## src/rtl/coax_pkg.sv

```systemverilog
// Shared definitions for the coax transmitter.
//   WordWidth   : bits per transmitted word
//   QuiesceBits : number of '1' bits sent at the start of every frame
//   tx_state_e  : transmitter FSM states
//   word_parity : parity bit that makes sync + data + parity even
package coax_pkg;

    localparam int unsigned WordWidth   = 10;
    localparam int unsigned QuiesceBits = 5;

    typedef enum logic [2:0] {
        StIdle,
        StQuiesce,
        StStartCv,
        StSync,
        StData,
        StParity,
        StEndBit,
        StEndCv
    } tx_state_e;

    // The sync bit is always '1', so the parity bit is the XNOR of the data.
    function automatic logic word_parity(input logic [WordWidth-1:0] word);
        return ~^word;
    endfunction

endpackage

```

## src/rtl/coax_tx_bit_timer.sv

```systemverilog
// Half-cell timer for the coax transmitter.
// Ports:
//   clk_i       clock
//   rst_ni      synchronous active-low reset
//   start_i     restart timing at the first clock of a frame
//   en_i        timer runs while high; held at zero otherwise
//   half_end_o  last clock of a half-cell
//   cell_end_o  last clock of a full bit cell (second half-cell)
module coax_tx_bit_timer #(
    parameter int unsigned CLOCKS_PER_BIT = 8
) (
    input  logic clk_i,
    input  logic rst_ni,
    input  logic start_i,
    input  logic en_i,
    output logic half_end_o,
    output logic cell_end_o
);

    localparam int unsigned HalfClocks = CLOCKS_PER_BIT / 2;
    localparam int unsigned CntW       = (HalfClocks > 1) ? $clog2(HalfClocks) : 1;
    localparam logic [CntW-1:0] CntMax = CntW'(HalfClocks - 1);

    logic [CntW-1:0] cnt_q, cnt_d;
    logic            phase_q, phase_d;

    assign half_end_o = en_i && (cnt_q == CntMax);
    // Phase is 1 during the second half of a cell.
    assign cell_end_o = half_end_o && phase_q;

    always_comb begin
        cnt_d   = cnt_q;
        phase_d = phase_q;
        if (start_i || !en_i) begin
            cnt_d   = '0;
            phase_d = 1'b0;
        end else if (half_end_o) begin
            cnt_d   = '0;
            phase_d = ~phase_q;
        end else begin
            cnt_d = cnt_q + CntW'(1);
        end
    end

    always_ff @(posedge clk_i) begin
        if (!rst_ni) begin
            cnt_q   <= '0;
            phase_q <= 1'b0;
        end else begin
            cnt_q   <= cnt_d;
            phase_q <= phase_d;
        end
    end

endmodule

```

## src/rtl/coax_tx.sv

```systemverilog
// Coax word transmitter: frames 10-bit words as
//   QUIESCE (5 x '1') | START_CV | { SYNC '1' | 10 data bits MSB first | parity } x N
//   | END_BIT '0' | END_CV
// Bits are biphase coded: '1' = high then low, '0' = low then high.
// Optional feature: define COAX_TX_PARITY_INJECT_EN to add inject_parity, which inverts
// the parity bit of the word loaded while it is high.
// Ports:
//   clk            clock (rising edge)
//   reset          synchronous active-low reset
//   data           word to transmit
//   valid          data offered; taken when valid && ready
//   inject_parity  (COAX_TX_PARITY_INJECT_EN only) corrupt parity of next loaded word
//   ready          holding register empty
//   tx             registered line drive, 0 when idle
//   active         frame in progress
// CLOCKS_PER_BIT must be even and at least 4.
module coax_tx
    import coax_pkg::*;
#(
    parameter int unsigned CLOCKS_PER_BIT = 8
) (
    input  logic                 clk,
    input  logic                 reset,
    input  logic [WordWidth-1:0] data,
    input  logic                 valid,
`ifdef COAX_TX_PARITY_INJECT_EN
    input  logic                 inject_parity,
`endif
    output logic                 ready,
    output logic                 tx,
    output logic                 active
);

    localparam int unsigned HcW = 5;
    // Index of the last half-cell of each segment.
    localparam logic [HcW-1:0] HcQuiesceLast     = HcW'(2 * QuiesceBits - 1);
    localparam logic [HcW-1:0] HcStartCvLast     = HcW'(5);
    localparam logic [HcW-1:0] HcDataLast        = HcW'(2 * WordWidth - 1);
    localparam logic [HcW-1:0] HcEndCvLast       = HcW'(2);
    localparam logic [HcW-1:0] HcBitLast         = HcW'(1);
    localparam logic [HcW-1:0] StartCvHighHalves = HcW'(3);

    tx_state_e            state_q, state_d;
    logic [HcW-1:0]       hc_q, hc_d, last_half;
    logic [WordWidth-1:0] hold_q, hold_d, shift_q, shift_d;
    logic                 hold_full_q, hold_full_d;
    logic                 par_q, par_d;
    logic                 tx_q, tx_d;
    logic                 half_end, cell_end, seg_done;
    logic                 accept, load, frame_start, inject, cell_bit;

`ifdef COAX_TX_PARITY_INJECT_EN
    assign inject = inject_parity;
`else
    assign inject = 1'b0;
`endif

    assign ready  = ~hold_full_q;
    assign active = (state_q != StIdle);
    assign tx     = tx_q;
    assign accept = valid && !hold_full_q;

    coax_tx_bit_timer #(
        .CLOCKS_PER_BIT(CLOCKS_PER_BIT)
    ) u_bit_timer (
        .clk_i     (clk),
        .rst_ni    (reset),
        .start_i   (frame_start),
        .en_i      (active),
        .half_end_o(half_end),
        .cell_end_o(cell_end)
    );

    always_comb begin
        case (state_q)
            StQuiesce: last_half = HcQuiesceLast;
            StStartCv: last_half = HcStartCvLast;
            StData:    last_half = HcDataLast;
            StEndCv:   last_half = HcEndCvLast;
            default:   last_half = HcBitLast;
        endcase
    end

    assign seg_done = half_end && (hc_q == last_half);

    always_comb begin
        state_d = state_q;
        case (state_q)
            StIdle:    if (hold_full_q) state_d = StQuiesce;
            StQuiesce: if (seg_done) state_d = StStartCv;
            StStartCv: if (seg_done) state_d = StSync;
            StSync:    if (seg_done) state_d = StData;
            StData:    if (seg_done) state_d = StParity;
            StParity:  if (seg_done) state_d = hold_full_q ? StSync : StEndBit;
            StEndBit:  if (seg_done) state_d = StEndCv;
            // A word arriving on the final END_CV edge still chains straight into a new frame.
            StEndCv:   if (seg_done) state_d = (hold_full_q || accept) ? StQuiesce : StIdle;
            default:   state_d = StIdle;
        endcase
    end

    assign frame_start = (state_d == StQuiesce) && (state_q != StQuiesce);
    assign load        = (state_d == StSync) && (state_q != StSync);

    always_comb begin
        hold_d      = hold_q;
        hold_full_d = hold_full_q;
        shift_d     = shift_q;
        par_d       = par_q;
        hc_d        = hc_q;

        if (state_d != state_q) begin
            hc_d = '0;
        end else if (half_end) begin
            hc_d = hc_q + HcW'(1);
        end

        if (accept) begin
            hold_d      = data;
            hold_full_d = 1'b1;
        end

        // Load only happens with the holding register full, so it never collides with accept.
        if (load) begin
            shift_d     = hold_q;
            par_d       = word_parity(hold_q) ^ inject;
            hold_full_d = 1'b0;
        end else if ((state_q == StData) && cell_end) begin
            shift_d = {shift_q[WordWidth-2:0], 1'b0};
        end
    end

    // tx is computed from next-state values so the registered line lines up with state_q.
    always_comb begin
        case (state_d)
            StQuiesce, StSync: cell_bit = 1'b1;
            StData:            cell_bit = shift_d[WordWidth-1];
            StParity:          cell_bit = par_d;
            default:           cell_bit = 1'b0;
        endcase
        case (state_d)
            StIdle:    tx_d = 1'b0;
            StStartCv: tx_d = (hc_d < StartCvHighHalves);
            StEndCv:   tx_d = 1'b1;
            default:   tx_d = cell_bit ^ hc_d[0];
        endcase
    end

    always_ff @(posedge clk) begin
        if (!reset) begin
            state_q     <= StIdle;
            hc_q        <= '0;
            hold_q      <= '0;
            hold_full_q <= 1'b0;
            shift_q     <= '0;
            par_q       <= 1'b0;
            tx_q        <= 1'b0;
        end else begin
            state_q     <= state_d;
            hc_q        <= hc_d;
            hold_q      <= hold_d;
            hold_full_q <= hold_full_d;
            shift_q     <= shift_d;
            par_q       <= par_d;
            tx_q        <= tx_d;
        end
    end

endmodule

```

## config.mk

```make
export PLATFORM = sky130hd
export DESIGN_NAME = coax_tx
export DESIGN_NICKNAME = d
export VERILOG_FILES = /design/src/rtl/coax_pkg.sv /design/src/rtl/coax_tx_bit_timer.sv /design/src/rtl/coax_tx.sv
export SDC_FILE = /design/constraint.sdc
export NUM_CORES = 1
export LEC_CHECK = 0
export ABC_AREA = 0
export BUFFER_PORTS_ARGS = -buffer_cell sky130_fd_sc_hd__buf_2
export CAP_MARGIN = 10
export CELL_PAD_IN_SITES_DETAIL_PLACEMENT = 0
export CELL_PAD_IN_SITES_GLOBAL_PLACEMENT = 1
export CORE_MARGIN = 5
export CORE_UTILIZATION = 48
export DETAILED_ROUTE_END_ITERATION = 7
export GPL_TIMING_DRIVEN = 0
export PLACE_DENSITY_LB_ADDON = 0.2
export SLEW_MARGIN = 20
export SYNTH_ARGS = -nofsm -noshare
export SYNTH_HDL_FRONTEND = slang
export SYNTH_SLANG_ARGS = --single-unit
```

## constraint.sdc

```tcl
create_clock -name clk -period 5.7 [get_ports clk]
set_input_delay 0.285 -clock clk [delete_from_list [all_inputs] [get_ports clk]]
set_output_delay 0.285 -clock clk [all_outputs]
set_load 0.05 [all_outputs]
```

## Word level (Yosys, flattened, before mapping)

Cells that the tools add are included.
W data, S select, Z words.

- Register bits: 34
- Input bits: 13

- Add/subtract/negate cells: 2
- Magnitude comparators: 1
- Equal/unequal tests: 18
- Muxes and demuxes: 19
- Bitwise gates (word level): 4
- Reduce and logical (&&, ||, !) cells: 20

Operators with widths:

| kind | count |
|---|---|
| $mux W3 | 9 |
| $pmux W3 S8 | 1 |
| $eq A3 B3 Y1 const B | 7 |
| $mux W10 | 2 |
| $pmux W5 S4 | 1 |
| $eq A3 B2 Y1 const B | 4 |
| $mux W5 | 2 |
| $reduce_xnor A10 Y1 | 1 |
| $logic_and A1 B1 Y1 | 7 |
| $eq A3 B1 Y1 const B | 2 |
| $logic_not A3 Y1 | 2 |
| $pmux W1 S3 | 2 |
| $reduce_or A2 Y1 | 3 |
| $add A5 B1 Y5 const B | 1 |
| $eq A5 B5 Y1 | 1 |
| $lt A5 B2 Y1 const B | 1 |
| $ne A3 B1 Y1 const B | 1 |
| $ne A3 B2 Y1 const B | 1 |
| $ne A3 B3 Y1 | 1 |
| $not A1 Y1 | 3 |
| $reduce_bool A3 Y1 | 1 |
| $reduce_or A3 Y1 | 1 |
| $add A2 B1 Y2 const B | 1 |
| $eq A2 B2 Y1 const B | 1 |
| 5 further kinds | 8 |

## Depth between registers and ports, before layout

- Word-level depth: 12
- Mapped depth: 11
- Gate-level depth less buffers: 8

## Modules after synthesis

Synthesis repeated with hierarchy kept, for this count alone.

- Cell total of the unflattened synthesis: 220
- Area total of the unflattened synthesis: 1938.1 µm²

Modules (own cells, without submodules):

| module | instances | cells an instance | area an instance (µm²) |
|---|---|---|---|
| coax_tx | 1 | 209 | 1806.7 |
| coax_tx_bit_timer | 1 | 11 | 131.4 |

## Least setup slack after synthesis

No wires, ideal clock.

- Kind: reg2reg
- From: register state_q[1]
- To: register tx_q, in the netlist tx
- Setup time: 0.062 ns
- Arrival time: 2.097 ns
- Required time: 5.638 ns
- Slack: 3.540 ns
- Stages on the path, launching flop included: 12
- Path buffers: 3
- Period minus slack after synthesis: 2.160 ns
- Path through: dfxtp_1 buf_6 or3_1 buf_2 and2_1 buf_2 a2111o_1 o21ai_1 nand4_1 o21ai_0 nand4_1 nand3_1

- Elaborated cells between the ends (all ways): 44

RTL lines:

| item | line | text |
|---|---|---|
| from (decl) | coax_tx.sv:43 | `tx_state_e state_q, state_d;` |
| from (signal assigned) | coax_tx.sv:151 | `state_q <= StIdle;` |
| from (signal assigned) | coax_tx.sv:159 | `state_q <= state_d;` |
| $reduce_bool A3 Y1 * | coax_tx.sv:59 | `assign active = (state_q != StIdle);` |
| via active | coax_tx.sv:31 | `output logic active` |
| $logic_and A1 B1 Y1 * | coax_tx_bit_timer.sv:27 | `assign half_end_o = en_i && (cnt_q == CntMax);` |
| branches (longest 8 deep; another with $lt A5 B2 Y1) | - |  |
| $pmux W1 S3 * | coax_tx.sv:141 | `case (state_d)` |
| to (signal assigned) | coax_tx.sv:165 | `tx_q <= tx_d;` |
| to (decl) | coax_tx.sv:48 | `logic tx_q, tx_d;` |

Mark *: on every way through the listed nets, which the timed path passes. The select of a mux whose other input is x is not followed.
A chain may end at the register's enable or synchronous reset.

## Final worst setup path

- From: register state_q[2]
- To: register tx_q, in the netlist tx

- Longest elaborated chain between the ends: 12
- Elaborated cells between the ends (all ways): 44

RTL lines:

| item | line |
|---|---|
| branches (longest 11 deep; another with $lt A5 B2 Y1) | - |
| $pmux W1 S3 * | coax_tx.sv:141 |

Mark *: on every way between the ends. The select of a mux whose other input is x is not followed.

==> run summary <==
Critical path
- WS Path Type: reg2reg
- Worst path top cell family by delay: compound AO/OA/AOI/OAI gates
- slowest stage cell on the critical path: sky130_fd_sc_hd__a211oi_1
- Buffers & Inverters on Critical Path: 1
- Crit. End Element: flip-flop
- biggest fanout along the worst timing path: 10
- Max stage delay on crit path: 0.53 ns
- cell chain of the critical path: buf_2 > nand2_1 > a21boi_0 > nand4_1 > a211oi_1 > nor2b_1 > o21ai_0 > nand3_1
- data arrival time of the worst path: 2.66 ns
- WP data required: 5.86 ns
- critical path startpoint category: flip-flop

Timing
- RSZ-0062 raised after global routing: no
- Max transition margin: 0.588
- worst hold margin: 0.233 ns
- Worst-Margin Slew: 0.617 ns
- Tcrit/Tclk final: 0.439
- Setup violations, final: 0
- final setup skew: 0.00178 ns
- Setup WS post-layout: 3.20 ns
- achievable clock frequency: 0.399 GHz
- max-slew violation count: 0
- final critical-path required period: 2.50 ns
- final setup TNS: 0 ns
- total count of hold-check failures in the final report: 0

Cells and area
- final cell count without fillers: 300
- total inserted antenna cells: 0
- final layout net count: 265
- area overhead of the layout relative to synthesis: 11.2%
- fraction of final layout cells sized beyond drive strength 1: 0.208

Place
- count of placed standard cells including taps: 293
- gp weighted congestion: 0.853
- buffers added on ports: 15
- Post-Place Worst Slack: 3.28 ns
- final HPWL from detailed placement: 2930 µm

Clock tree
- clock tree from TritonCTS: yes
- buffer cell driving the clock tree root: sky130_fd_sc_hd__clkbuf_8
- Clock Sink Count: 34
- maximum clock insertion buffer count: 2
- CTS Buf Count: 5
- number of resized instances in the post-cts repair step: 0
- post-cts hold buffer count: 0
- Reg clk slew, reported paths: 0.07 ns
- total setup buffers inserted after CTS: 0
- number of H-tree levels: 2
- Clock Latency Late Sink: 0.28 ns

Synth
- most used standard cell by instance count after synthesis: sky130_fd_sc_hd__dfxtp_1
- synthesized area per cell: 8.50 µm²
- flip-flop and latch count after synthesis: 34
- synthesized netlist net count: 243
- number of standard cells after synthesis: 228
- most instantiated flip-flop cell in the synthesis netlist: sky130_fd_sc_hd__dfxtp_1
- top cell type's share of synthesized area: 0.351
- count of cell types in the netlist: 50
- sequential area share after synthesis: 0.351
- number of synthesized flops with an enable pin: 0
- most area-hungry cell type in the Yosys netlist: sky130_fd_sc_hd__dfxtp_1
- proportion of synthesized flip-flops having asynchronous set or reset: 0
- top cells by area in the synthesized netlist: sky130_fd_sc_hd__dfxtp_1 35%, sky130_fd_sc_hd__nand2_1 6.2%, sky130_fd_sc_hd__a211oi_2 5.8%
- synth cell count leaders: 34 x sky130_fd_sc_hd__dfxtp_1, 32 x sky130_fd_sc_hd__nand2_1, 21 x sky130_fd_sc_hd__nor2_1
- Synth Cell Area: 0.00194 mm²
- Syn. warnings: 0

Global routing
- global-route wire length before repair: 6800 µm
- met1 Track Usage GR: 0.236
- largest net degree at the start of global routing: 11
- gr ovfl total: 0
- met3 Use GR: 0.0506
- vias in the first global route: 1,482
- antenna violations before repair: 0
- GR Util All Layers: 0.162
- most used routing layer in global routing: met1
- GRT met2 Usage: 0.220

Power and ir drop
- power per standard cell area: 220 mW/mm²
- leakage component of the power: 0.886 nW
- worst IR drop on VDD: 0.000140 V
- PnR Total Power: 474 µW

Floorplanning
- overall die height: 73.5 µm
- total number of placement rows: 23
- effective utilization at floorplan: 0.488
- Die Outline Area: 0.00541 mm²
- number of ports placed on the die boundary: 16
- standard cell core area: 0.00397 mm²
- chip width: 73.5 µm

Routing
- average detailed-routed wire length per instance: 13.5 µm
- detailed-route vias per instance: 5.33
- Routed WL: 4040 µm
- antenna viol nets, final: 0
- Remaining DRCs: 0
- Initial DRT Pass Iterations: 4
- detailed router's first-iteration violation count: 118
- count of vias placed by the detailed router: 1,598

Run
- max-cap violations: 0

Hold path
- hold crit path type: in2reg

Run status
- status: completed

## stage by stage
stage / utilization / instance area (µm²)
after floorplan: - / 1940
after global placement: 0.523 / 2080
after detailed placement: 0.523 / 2080
after CTS: 0.543 / 2150
after global routing: 0.543 / 2150
final: 0.543 / 2150
## tightest hold or removal path: cells and delay by family
| kind | cells | cell delay [ns] |
|---|---|---|
| buffers and inverters | 1 | 0.09 |
| AND/OR/NAND/NOR | 1 | 0.05 |
| AO/OA/AOI/OAI | 1 | 0.05 |
## state kept, by name, indices dropped and copies added, names as in the netlist
name	cells
par_q	1
hc_q	5
hold_q	10
shift_q	10
u_bit_timer.phase_q	1
u_bit_timer.cnt_q	2
tx	1
hold_full_q	1
state_q	3
## cell families (layout without fill, tap and decap cells)
logic type               count (synthesis)  in the layout  synth area share
AND/OR/NAND/NOR                         87             87             0.220
AO/OA/AOI/OAI                           57             57             0.231
flip-flops                              34             34             0.351
buffers and inverters                   23             45            0.0652
XOR/XNOR                                15             15            0.0678
multiplexers                            10             10            0.0516
adder cells (fa/ha/maj)                  2              2            0.0129
## routing by layer
layer,wire length (µm),share of wire
met4,63,0.016
met3,213,0.053
met2,1630,0.40
met1,2130,0.53
met5,0,0
## area by class of cell
| class | count | area [µm²] |
|---|---|---|
| Clock inverter | 2 | 10.0 |
| Clock buffer | 5 | 68.8 |
| Fill cell | 392 | 1820 |
| Sequential cell | 34 | 681 |
| Inverter | 5 | 18.8 |
| Buffer | 18 | 108 |
| Timing Repair Buffer | 15 | 75.1 |
| Multi-Input combinational cell | 171 | 1130 |
| Tap cell | 50 | 62.6 |
## final timing paths
| check | startpoint | end | slack (ns) | cells after the start |
|---|---|---|---|---|
| worst max register to register | state_q[2]$_SDFF_PN0_ | tx$_SDFF_PN0_ | 3.20 | 8 |
| worst min register to register | u_bit_timer.cnt_q[0]$_SDFF_PP0_ | u_bit_timer.cnt_q[0]$_SDFF_PP0_ | 0.42 | 1 |
| worst min-delay path | data[5] | hold_q[5]$_SDFFE_PN0P_ | 0.23 | 3 |
| worst max-delay path | state_q[2]$_SDFF_PN0_ | tx$_SDFF_PN0_ | 3.20 | 8 |
## power by group
part	switching, mW	internal, mW	leakage [nW]
Clock	0.0858	0.0819	0.0438
Combinational	0.0327	0.0243	0.565
Sequential	0.00541	0.244	0.276
## cells in the final DEF, fill, tap and decap left out, drive strengths merged, types with 2 or more instances in the layout
cell,count
nor3b,2
nand3,2
nor2,22
a21boi,2
ha,2
mux2i,10
and3b,2
o21ai,8
nand2b,3
xnor2,12
and4,2
and2,4
clkinv,2
a21oi,17
and3,3
nor2b,4
a211oi,13
xor2,3
a31oi,2
dfxtp,34
nand2,32
inv,5
buf,30
clkbuf,8
nand4,6
o211ai,4
No activity file was read; power rests on OpenSTA's default activity.
